==> config.mk <==
export PLATFORM = sky130hd
export DESIGN_NAME = carry_select_subtractor_pipe
export DESIGN_NICKNAME = d
export VERILOG_FILES = /design/src/rtl/carry_select_subtractor_pipe.sv
export SDC_FILE = /design/constraint.sdc
export NUM_CORES = 1
export LEC_CHECK = 0
export CAP_MARGIN = 30
export CORE_ASPECT_RATIO = 1.2
export CORE_MARGIN = 2
export CORE_UTILIZATION = 30
export CTS_CLUSTER_DIAMETER = 200
export DETAILED_ROUTE_END_ITERATION = 6
export SYNTH_ARGS = -nofsm -noshare
export SYNTH_HDL_FRONTEND = slang
export SYNTH_SLANG_ARGS = --single-unit
==> constraint.sdc <==
create_clock -name clk -period 1.85 [get_ports clk]
set_input_delay 0.37 -clock clk [delete_from_list [all_inputs] [get_ports clk]]
set_output_delay 0.37 -clock clk [all_outputs]
set_load 0.005 [all_outputs]
==> src/rtl/carry_select_subtractor_pipe.sv <==
// Two-stage pipelined carry-select subtractor computing d = a - b - bin.
// Stage 1 computes the low segment and both upper candidates; stage 2 selects the upper half with the registered low borrow.
module carry_select_subtractor_pipe #(
  parameter int unsigned IWL = 8,
  parameter int unsigned LSW = 4
) (
  input  logic           clk,
  input  logic           rst,
  input  logic           in_valid,
  output logic           in_ready,
  input  logic [IWL-1:0] a,
  input  logic [IWL-1:0] b,
  input  logic           bin,
  output logic           out_valid,
  input  logic           out_ready,
  output logic [IWL-1:0] d,
  output logic           bout,
  output logic           ovf
);

  localparam int unsigned HW = IWL - LSW;

  logic           s1_valid;
  logic [LSW-1:0] s1_dlo;
  logic           s1_blo;
  logic [HW-1:0]  s1_dh0;
  logic           s1_bh0;
  logic [HW-1:0]  s1_dh1;
  logic           s1_bh1;
  logic           s1_amsb;
  logic           s1_bmsb;

  logic           adv1;
  logic           adv2;
  logic           accept;
  logic [LSW:0]   lo_sum;
  logic [HW:0]    hi0_sum;
  logic [HW:0]    hi1_sum;
  logic [HW-1:0]  hi_sel;
  logic [IWL-1:0] d_next;
  logic           bout_next;
  logic           ovf_next;

  // Handshake: stage 1 may load whenever it is empty or draining into stage 2.
  assign adv2     = s1_valid && (!out_valid || out_ready);
  assign adv1     = !s1_valid || adv2;
  assign in_ready = adv1;
  assign accept   = in_valid && adv1;

  // Subtraction as a + ~b + ~bin; a segment's borrow is the inverse of its carry.
  always_comb begin
    lo_sum  = {1'b0, a[LSW-1:0]} + {1'b0, ~b[LSW-1:0]} + {{LSW{1'b0}}, ~bin};
    hi0_sum = {1'b0, a[IWL-1:LSW]} + {1'b0, ~b[IWL-1:LSW]} + (HW+1)'(1);
    hi1_sum = {1'b0, a[IWL-1:LSW]} + {1'b0, ~b[IWL-1:LSW]};
  end

  // Carry-select: the registered low borrow picks the upper candidate.
  always_comb begin
    hi_sel    = s1_blo ? s1_dh1 : s1_dh0;
    d_next    = {hi_sel, s1_dlo};
    bout_next = s1_blo ? s1_bh1 : s1_bh0;
    ovf_next  = (s1_amsb != s1_bmsb) && (hi_sel[HW-1] != s1_amsb);
  end

  // Stage 1 register.
  always_ff @(posedge clk or posedge rst) begin
    if (rst) begin
      s1_valid <= 1'b0;
      s1_dlo   <= '0;
      s1_blo   <= 1'b0;
      s1_dh0   <= '0;
      s1_bh0   <= 1'b0;
      s1_dh1   <= '0;
      s1_bh1   <= 1'b0;
      s1_amsb  <= 1'b0;
      s1_bmsb  <= 1'b0;
    end else if (adv1) begin
      s1_valid <= in_valid;
      if (in_valid) begin
        s1_dlo  <= lo_sum[LSW-1:0];
        s1_blo  <= ~lo_sum[LSW];
        s1_dh0  <= hi0_sum[HW-1:0];
        s1_bh0  <= ~hi0_sum[HW];
        s1_dh1  <= hi1_sum[HW-1:0];
        s1_bh1  <= ~hi1_sum[HW];
        s1_amsb <= a[IWL-1];
        s1_bmsb <= b[IWL-1];
      end
    end
  end

  // Output register: loads on advance, clears after a transfer with nothing behind it.
  always_ff @(posedge clk or posedge rst) begin
    if (rst) begin
      out_valid <= 1'b0;
      d         <= '0;
      bout      <= 1'b0;
      ovf       <= 1'b0;
    end else if (adv2) begin
      out_valid <= 1'b1;
      d         <= d_next;
      bout      <= bout_next;
      ovf       <= ovf_next;
    end else if (out_valid && out_ready) begin
      out_valid <= 1'b0;
    end
  end

endmodule
== Word level (Yosys, flattened, before mapping) ==
Cells that the tools add are included.
Operators by class
  $add $sub $neg: 4
  multiply operators: 0
  divide/modulo/power cells: 0
  magnitude comparators: 0
  equal/unequal tests: 2
  shifts and indexed selects: 0
  mux-type cells: 4
  bitwise logic cells: 6
  reductions and logical operators: 9
Operators by type and width (count)
  $add A4 B4 Y5: 2
  $not A4 Y4: 2
  $add A5 B1 Y5: 1
  $add A5 B1 Y5 const B: 1
  $mux W4: 1
  $not A1 Y1: 4
  $logic_and A1 B1 Y1: 3
  $mux W1: 3
  $logic_not A1 Y1: 2
  $logic_or A1 B1 Y1: 2
  $ne A1 B1 Y1: 2
  $reduce_and A2 Y1: 1
  $reduce_bool A2 Y1: 1
Storage, ports and cells
  register bits: 29
  latch bits: 0
  bits in writable memories: 0
  memory bits (read-only): 0
  input port bits: 21
  output and inout port bits: 12
  logic and storage cells: 38
  memories kept: 0

== Depth between registers and ports, before layout ==
Gate-level depths: netlist (run 1).
  depth in word-level cells: 5
  depth in mapped cells: 7
  mapped depth without buffers: 7

== Worst setup path before layout (run 1) ==
Ideal clock, no wire load.
  path kind: input to register
  start point: input port b[4]
  end point: register s1_bh0
  setup time: 0.124 ns
  data arrival time: 1.869 ns
  required time: 1.726 ns
  setup slack: -0.143 ns
  stages: 7
  buffers on the path: 0
  path through: inv_1 ha_1 fa_1 ha_1 nand2_2 o31a_1 o31a_1
Between the ends
  longest elaborated chain between the ends: 4
Ends and longest elaborated chain
  from (decl): RTL line 12  | input logic [IWL-1:0] b,
  $not A4 Y4
  $add A4 B4 Y5
  net hi1_sum[1]: RTL line 38  | logic [HW:0] hi1_sum;
  $add A5 B1 Y5: RTL line 53  | hi0_sum = {1'b0, a[IWL-1:LSW]} + {1'b0, ~b[IWL-1:LSW]} + (HW+1)'(1);
  $not A1 Y1: RTL line 83  | s1_bh0 <= ~hi0_sum[HW];
  to (signal assigned): RTL line 83
  to (decl): RTL line 27  | logic s1_bh0;
The timed path passes the listed nets, and every way through them passes these cells.
A chain may end at the register's enable or synchronous reset.

== Worst setup path after layout (run 1) ==
  start point: input port a[6]
  end point: register s1_bh0
Between the ends
  longest elaborated chain between the ends: 3
Ends and longest elaborated chain
  from (decl): RTL line 11  | input logic [IWL-1:0] a,
  $add A4 B4 Y5: RTL line 53
  $add A5 B1 Y5: RTL line 53
  $not A1 Y1: RTL line 83
No other way between the ends.

==> summary.txt, run 1 <==
Status - complete, no violations
Detailed Routing Iterations Pass 1 - 4
PortBufs - 32
Register area share after synthesis - 48.74%
CP peak stage delay - 440 ps
F_max - 0.5512 GHz
DRT iter0 DRCs - 20
Hold WS - 458.7 ps
Worst Skew - 4.800 ps
Syn Inst Count - 134
Most used cell, CP - o31a_1
Post-route ant nets - 0
RR Startpoint - out_valid
Vias per cell - 4.551
Synth cell types - 30
Vias - 1,115
Initial antenna violation count - 0
Worst path cell trace - clkdlybuf4s50_1, ha_4, buf_4, xor2_2, nand2_2, o31a_1, o31a_1
WP data arrival - 1980 ps
Design area - 0.002136 mm^2
Setup crit end kind - flop
Cell Rows - 28
Ys async rst share - 100.0%
P&R area growth vs syn - 43.45%
Routed WL - 2991 um
Synth Net Count - 166
N_diodes - 0
Worst-margin pin slew - 366.3 ps
Leak - 0.9695 nW
Hold-fix buffers, CTS - 0
Core footprint - 0.004870 mm^2
Post-synthesis adder-cell area fraction - 10.76%
Share of the synthesized netlist area taken by xor and xnor gates - 3.193%
First-pass GRT wire length - 5085 um
DRC viols - 0
VDD IR max - 282.7 uV
Clk root buf - clkbuf_8
Wirelength per Cell - 12.21 um
Max-Cap Viols - 0
Starting Density - 30.58%
Tmin final - 1814 ps
CP required - 2010 ps
Tcrit/Tclk final - 98.06%
Io pins - 33
Final setup vio count - 0
Skew-Pair Late Insertion Delay - 280 ps
Post-synthesis mux area share - 11.68%
R2R setup slack - 490 ps
Clock-pin slew on the worst setup and hold paths - 60 ps
Slew Viols, Final - 0
Mean post-synth cell area - 11.11 um^2
Total CTS buffers - 5
Max FO, Critical Path - 4
Gpl congestion - 0.7736
Sink Count - 29
Worst setup SP type - input pin
Die area - 0.005545 mm^2
Number of synthesized register bits - 29
Largest net degree at the start of global routing - 30
Syn Std Cell Area - 0.001489 mm^2
Nets - 216
RSZ-0062 raised after global routing - true
HPWL after DPL - 2237 um
Post-synthesis simple-gate area fraction - 11.09%
H-Tree Depth - 2
Largest family of logic cells by synthesized area - multiplexers
Final hold violations - 0
Clk buf depth - 2
Share of layout cells above drive strength 1 - 28.65%
Vert. Die Dim - 81.18 um
Worst r2r path cells - 5
Yosys warns - 0
R2r endpoint - s1_dh1[0]
Fill count - 477
Pwr Density - 924.0 mW/mm^2
Hold Crit Class - in2async
Total GRT Usage - 12.48%
Top FF cell, synth - dfrtp_1
Slowest cell on crit path - clkdlybuf4s50_1
Vias in the first global route - 1,113
Worst rel slew slack - 75.58%
WS Path Type - in2reg
CTS tree - yes
Dpl cell area - 0.002004 mm^2
GR Overflow Total - 0
Complex-gate fraction of the synthesized area - 10.34%
Total negative slack - 0 ps
Die width - 68.31 um
Post-synth EDFFs - 0
through the flow:
stage          setup slack [ps]  std cells  power (mW)  util, %
6_report                  35.85        245       1.974    43.86
5_1_grt                  -15.34        245       2.113    43.86
4_1_cts                  0.1330        244       2.000    43.35
3_5_place_dp             -754.4        235       1.487    41.16
3_3_place_gp             -722.6        235       1.465    41.16
2_1_floorplan            -59.31        134       1.169        -
layout by cell type, fill, tap and decap left out, types with 4 or more instances in the layout:
master | netlist | routed
buf_4 | 0 | 15
ha_1 | 8 | 5
mux2i_1 | 5 | 5
o21ai_0 | 12 | 11
inv_1 | 12 | 8
dfrtp_1 | 29 | 29
clkbuf_8 | 0 | 5
clkdlybuf4s50_1 | 0 | 26
mux2_2 | 11 | 11
nand2b_1 | 4 | 4
nand2_1 | 16 | 16
kinds of logic after synthesis:
group,count (synthesis)
fa+ha+maj,11
xor+xnor,3
compound gates,25
mux,16
simple gates,34
buf+inv,16
flops,29
where the power goes:
| part | internal (mW) | switching (mW) | total (mW) |
|---|---|---|---|
| Clock | 0.260 | 0.230 | 0.490 |
| Combinational | 0.382 | 0.232 | 0.614 |
| Sequential | 0.788 | 0.0814 | 0.870 |
| Total | 1.43 | 0.544 | 1.97 |
cells in the mapped netlist, drive strengths merged, types with 2 or more instances:
cell type / instances / area [um^2]
nor2b: 3 / 18.77
o31a: 2 / 17.52
mux2: 11 / 123.9
inv: 12 / 45.04
fa: 3 / 60.06
nand2b: 4 / 25.02
nor2: 3 / 11.26
nand3: 2 / 10.01
mux2i: 5 / 50.05
dfrtp: 29 / 725.7
ha: 8 / 100.1
o21ai: 12 / 60.06
o31ai: 3 / 22.52
a21oi: 4 / 20.02
clkbuf: 2 / 7.510
buf: 2 / 10.01
nand2: 17 / 66.32
timing repair:
item	4_1_cts	5_1_grt
buffers inserted	1	1
setup endpoints to repair	9	5
pin swaps	3	6
gates resized for setup	13	12
flip-flops by register name, summed over array words and instances (netlist names), 4 cells and up:
name	count
d	8
s1_dh0	4
s1_dh1	4
s1_dlo	4
worst max-delay path by stage:
stage                   to  cells after the start  from
global route        s1_bh0                      8  b[4]
floorplan           s1_bh0                      7  b[4]
global placement    s1_bh0                      8  b[4]
finish              s1_bh0                      7  a[6]
CTS                 s1_bh0                      8  b[6]
detailed placement  s1_bh0                      8  b[4]
routing by layer:
metal | wire (um) | vias up | track usage [%]
met5 | 0 | - | 0
li1 | - | 556 | -
met3 | 105 | 7 | 2.216
met1 | 1200 | 532 | 14.25
met4 | 82 | 0 | 7.800
met2 | 1602 | 20 | 21.17
layout make-up:
type	instances	area, um^2	area share (%)
clock inverter	2	10.01	0.4687
sequential	29	725.7	33.98
tap	60	75.07	3.515
multi-input combinational	89	754.5	35.33
clock buffer	6	72.57	3.398
inverter	12	57.56	2.695
timing repair buffer	47	440.4	20.62
worst max-delay path: cells and delay by family:
family	cells	cell delay, ps
AO/OA/AOI/OAI	2	460
XOR/XNOR	1	170
adder cells (fa/ha/maj)	1	310
buffers and inverters	2	560
AND/OR/NAND/NOR	1	90
Note: power is estimated with default switching activity, not from simulation.
==> run 2, diff against run 1 <==
--- a/config.mk
+++ b/config.mk
@@ -11,6 +11,7 @@
 export CORE_UTILIZATION = 30
 export CTS_CLUSTER_DIAMETER = 200
 export DETAILED_ROUTE_END_ITERATION = 6
+export SETUP_SLACK_MARGIN = 0.2
 export SYNTH_ARGS = -nofsm -noshare
 export SYNTH_HDL_FRONTEND = slang
 export SYNTH_SLANG_ARGS = --single-unit
==> summary.txt, run 2 (same netlist as run 1, synthesis figures left out) <==
Gpl congestion - 0.7186
RSZ-0062 raised after global routing - true
Max FO, Critical Path - 2
Clk buf depth - 2
Post-route ant nets - 0
Uppermost layer routed - met4
Skew-Pair Late Insertion Delay - 270 ps
DRT iter0 DRCs - 16
First-pass GRT wire length - 5057 um
Max-Cap Viols - 0
R2R setup slack - 490 ps
N_diodes - 0
Worst rel slew slack - 76.10%
H-Tree Depth - 2
Routed wl met2 - 1545 um
Total negative slack - 0 ps
Wirelength per Cell - 11.65 um
Tmin final - 1780 ps
CP required - 2060 ps
Total GRT Usage - 12.23%
Slew Viols, Final - 0
CP peak stage delay - 580 ps
Fill count - 460
Worst-margin pin slew - 358.6 ps
PortBufs - 32
Largest net degree at the start of global routing - 30
Hold WS - 465.6 ps
Initial antenna violation count - 0
GR Overflow Total - 0
Met1 Routed Length - 1173 um
Die area - 0.005545 mm^2
Worst setup SP type - input pin
Reg with most FFs - d
Final setup vio count - 0
WS Path Type - in2reg
Fin worst setup slack - 70.04 ps
Commonest non-fill, non-tap cell in the layout - dfrtp_1
Most used cell, CP - ha_4
Core footprint - 0.004870 mm^2
Share of layout cells above drive strength 1 - 32.09%
Routed wl met3 - 111 um
Worst path cell trace - buf_8, inv_12, ha_4, fa_2, ha_4, nand2_2, buf_4, nor4_1, o31a_1
Vias - 1,104
R2r endpoint - s1_dh1[2]
Starting Density - 30.58%
Status - complete, no violations
Vert. Die Dim - 81.18 um
Clk root buf - clkbuf_8
Family with the most delay on the worst path - adder cells
Setup crit end kind - flop
Sink Count - 29
P&R area growth vs syn - 50.67%
Post-layout util - 46.07%
HPWL after DPL - 2118 um
Design area - 0.002243 mm^2
Worst Skew - 6.361 ps
Critical Path Source - b[4]
Max FFs per register - 8
Worst r2r path cells - 5
Io pins - 33
RR Startpoint - out_valid
Routed WL - 2878 um
WP data arrival - 1990 ps
Total CTS buffers - 5
F_max - 0.5618 GHz
Tcrit/Tclk final - 96.21%
Dpl cell area - 0.001999 mm^2
Vias in the first global route - 1,166
Nets - 219
Cell Rows - 28
Hold Crit Class - in2async
Clock-pin slew on the worst setup and hold paths - 60 ps
DRC viols - 0
Post-place setup slack - -784.8 ps
CTS tree - yes
Pwr Density - 908.2 mW/mm^2
VDD IR max - 312.7 uV
Detailed Routing Iterations Pass 1 - 4
Slowest cell on crit path - fa_2
Leak - 1.014 nW
Most frequent cells in the layout - 29 x dfrtp_1, 20 x clkdlybuf4s50_1, 16 x nand2_1, 16 x buf_4
Final hold violations - 0
Die width - 68.31 um
CP bufs+invs - 3
Vias per cell - 4.470
## run 2: changes by cell type in the layout (fill, tap and decap cells not counted), sizes merged
cell,delta
clkdlybuf4s50,-6
dlygate4sd2,+5
buf,+4
clkinv,-2
clkdlybuf4s15,+1
## run 2: routing by layer
metal	vias up	GRT usage, %
met1	516	14.29
met3	4	2.909
met5	-	0
met4	0	5.400
li1	557	-
met2	27	20.97
## run 2: cell type report
type / count / area, um^2 / area share [%]
inverters: 12 / 57.56 / 2.566
repair buffers: 50 / 474.2 / 21.14
clock buffers: 7 / 86.33 / 3.848
well taps: 60 / 75.07 / 3.346
flip-flops and latches: 29 / 725.7 / 32.35
multi-input cells: 89 / 824.5 / 36.75
## run 2: where the power goes
| part | leakage [nW] | internal (mW) | switching, mW |
|---|---|---|---|
| Sequential | 0.346 | 0.788 | 0.0785 |
| Clock | 0.0443 | 0.294 | 0.215 |
| Combinational | 0.624 | 0.413 | 0.248 |
| Total | 1.01 | 1.50 | 0.542 |
## run 2: worst register-to-register path: cells and delay by family, from the launching register on
family / cells / cell delay, ps
multiplexers: 1 / 350
flip-flops: 1 / 370
buffers and inverters: 2 / 330
AND/OR/NAND/NOR: 2 / 200
## run 2: timing repair
action,in CTS,in global routing
pin swaps,13,6
hold buffers,0,0
cloned,0,0
buffers inserted,6,0
gates resized for setup,39,10
setup endpoints to repair,12,6
## run 2: metrics by stage
step | instances | power (mW)
finish | 247 | 2.037
global route | 247 | 2.184
CTS | 247 | 2.046
detailed placement | 234 | 1.483
global placement | 234 | 1.465
floorplan | 134 | 1.169
## run 2: worst max-delay path by stage
stage | depth (start not counted) | end
floorplan | 7 | s1_bh0
global placement | 8 | s1_bh0
detailed placement | 8 | s1_bh0
CTS | 8 | s1_bh0
global route | 9 | s1_bh0
finish | 9 | s1_bh0
==> run 3, diff against run 2 <==
--- a/config.mk
+++ b/config.mk
@@ -11,6 +11,7 @@
 export CORE_UTILIZATION = 30
 export CTS_CLUSTER_DIAMETER = 200
 export DETAILED_ROUTE_END_ITERATION = 6
+export HOLD_SLACK_MARGIN = 0.12
 export SETUP_SLACK_MARGIN = 0.2
 export SYNTH_ARGS = -nofsm -noshare
 export SYNTH_HDL_FRONTEND = slang
==> results of run 3 <==
No change in the layout: final DEF, timing and power equal those of run 2.
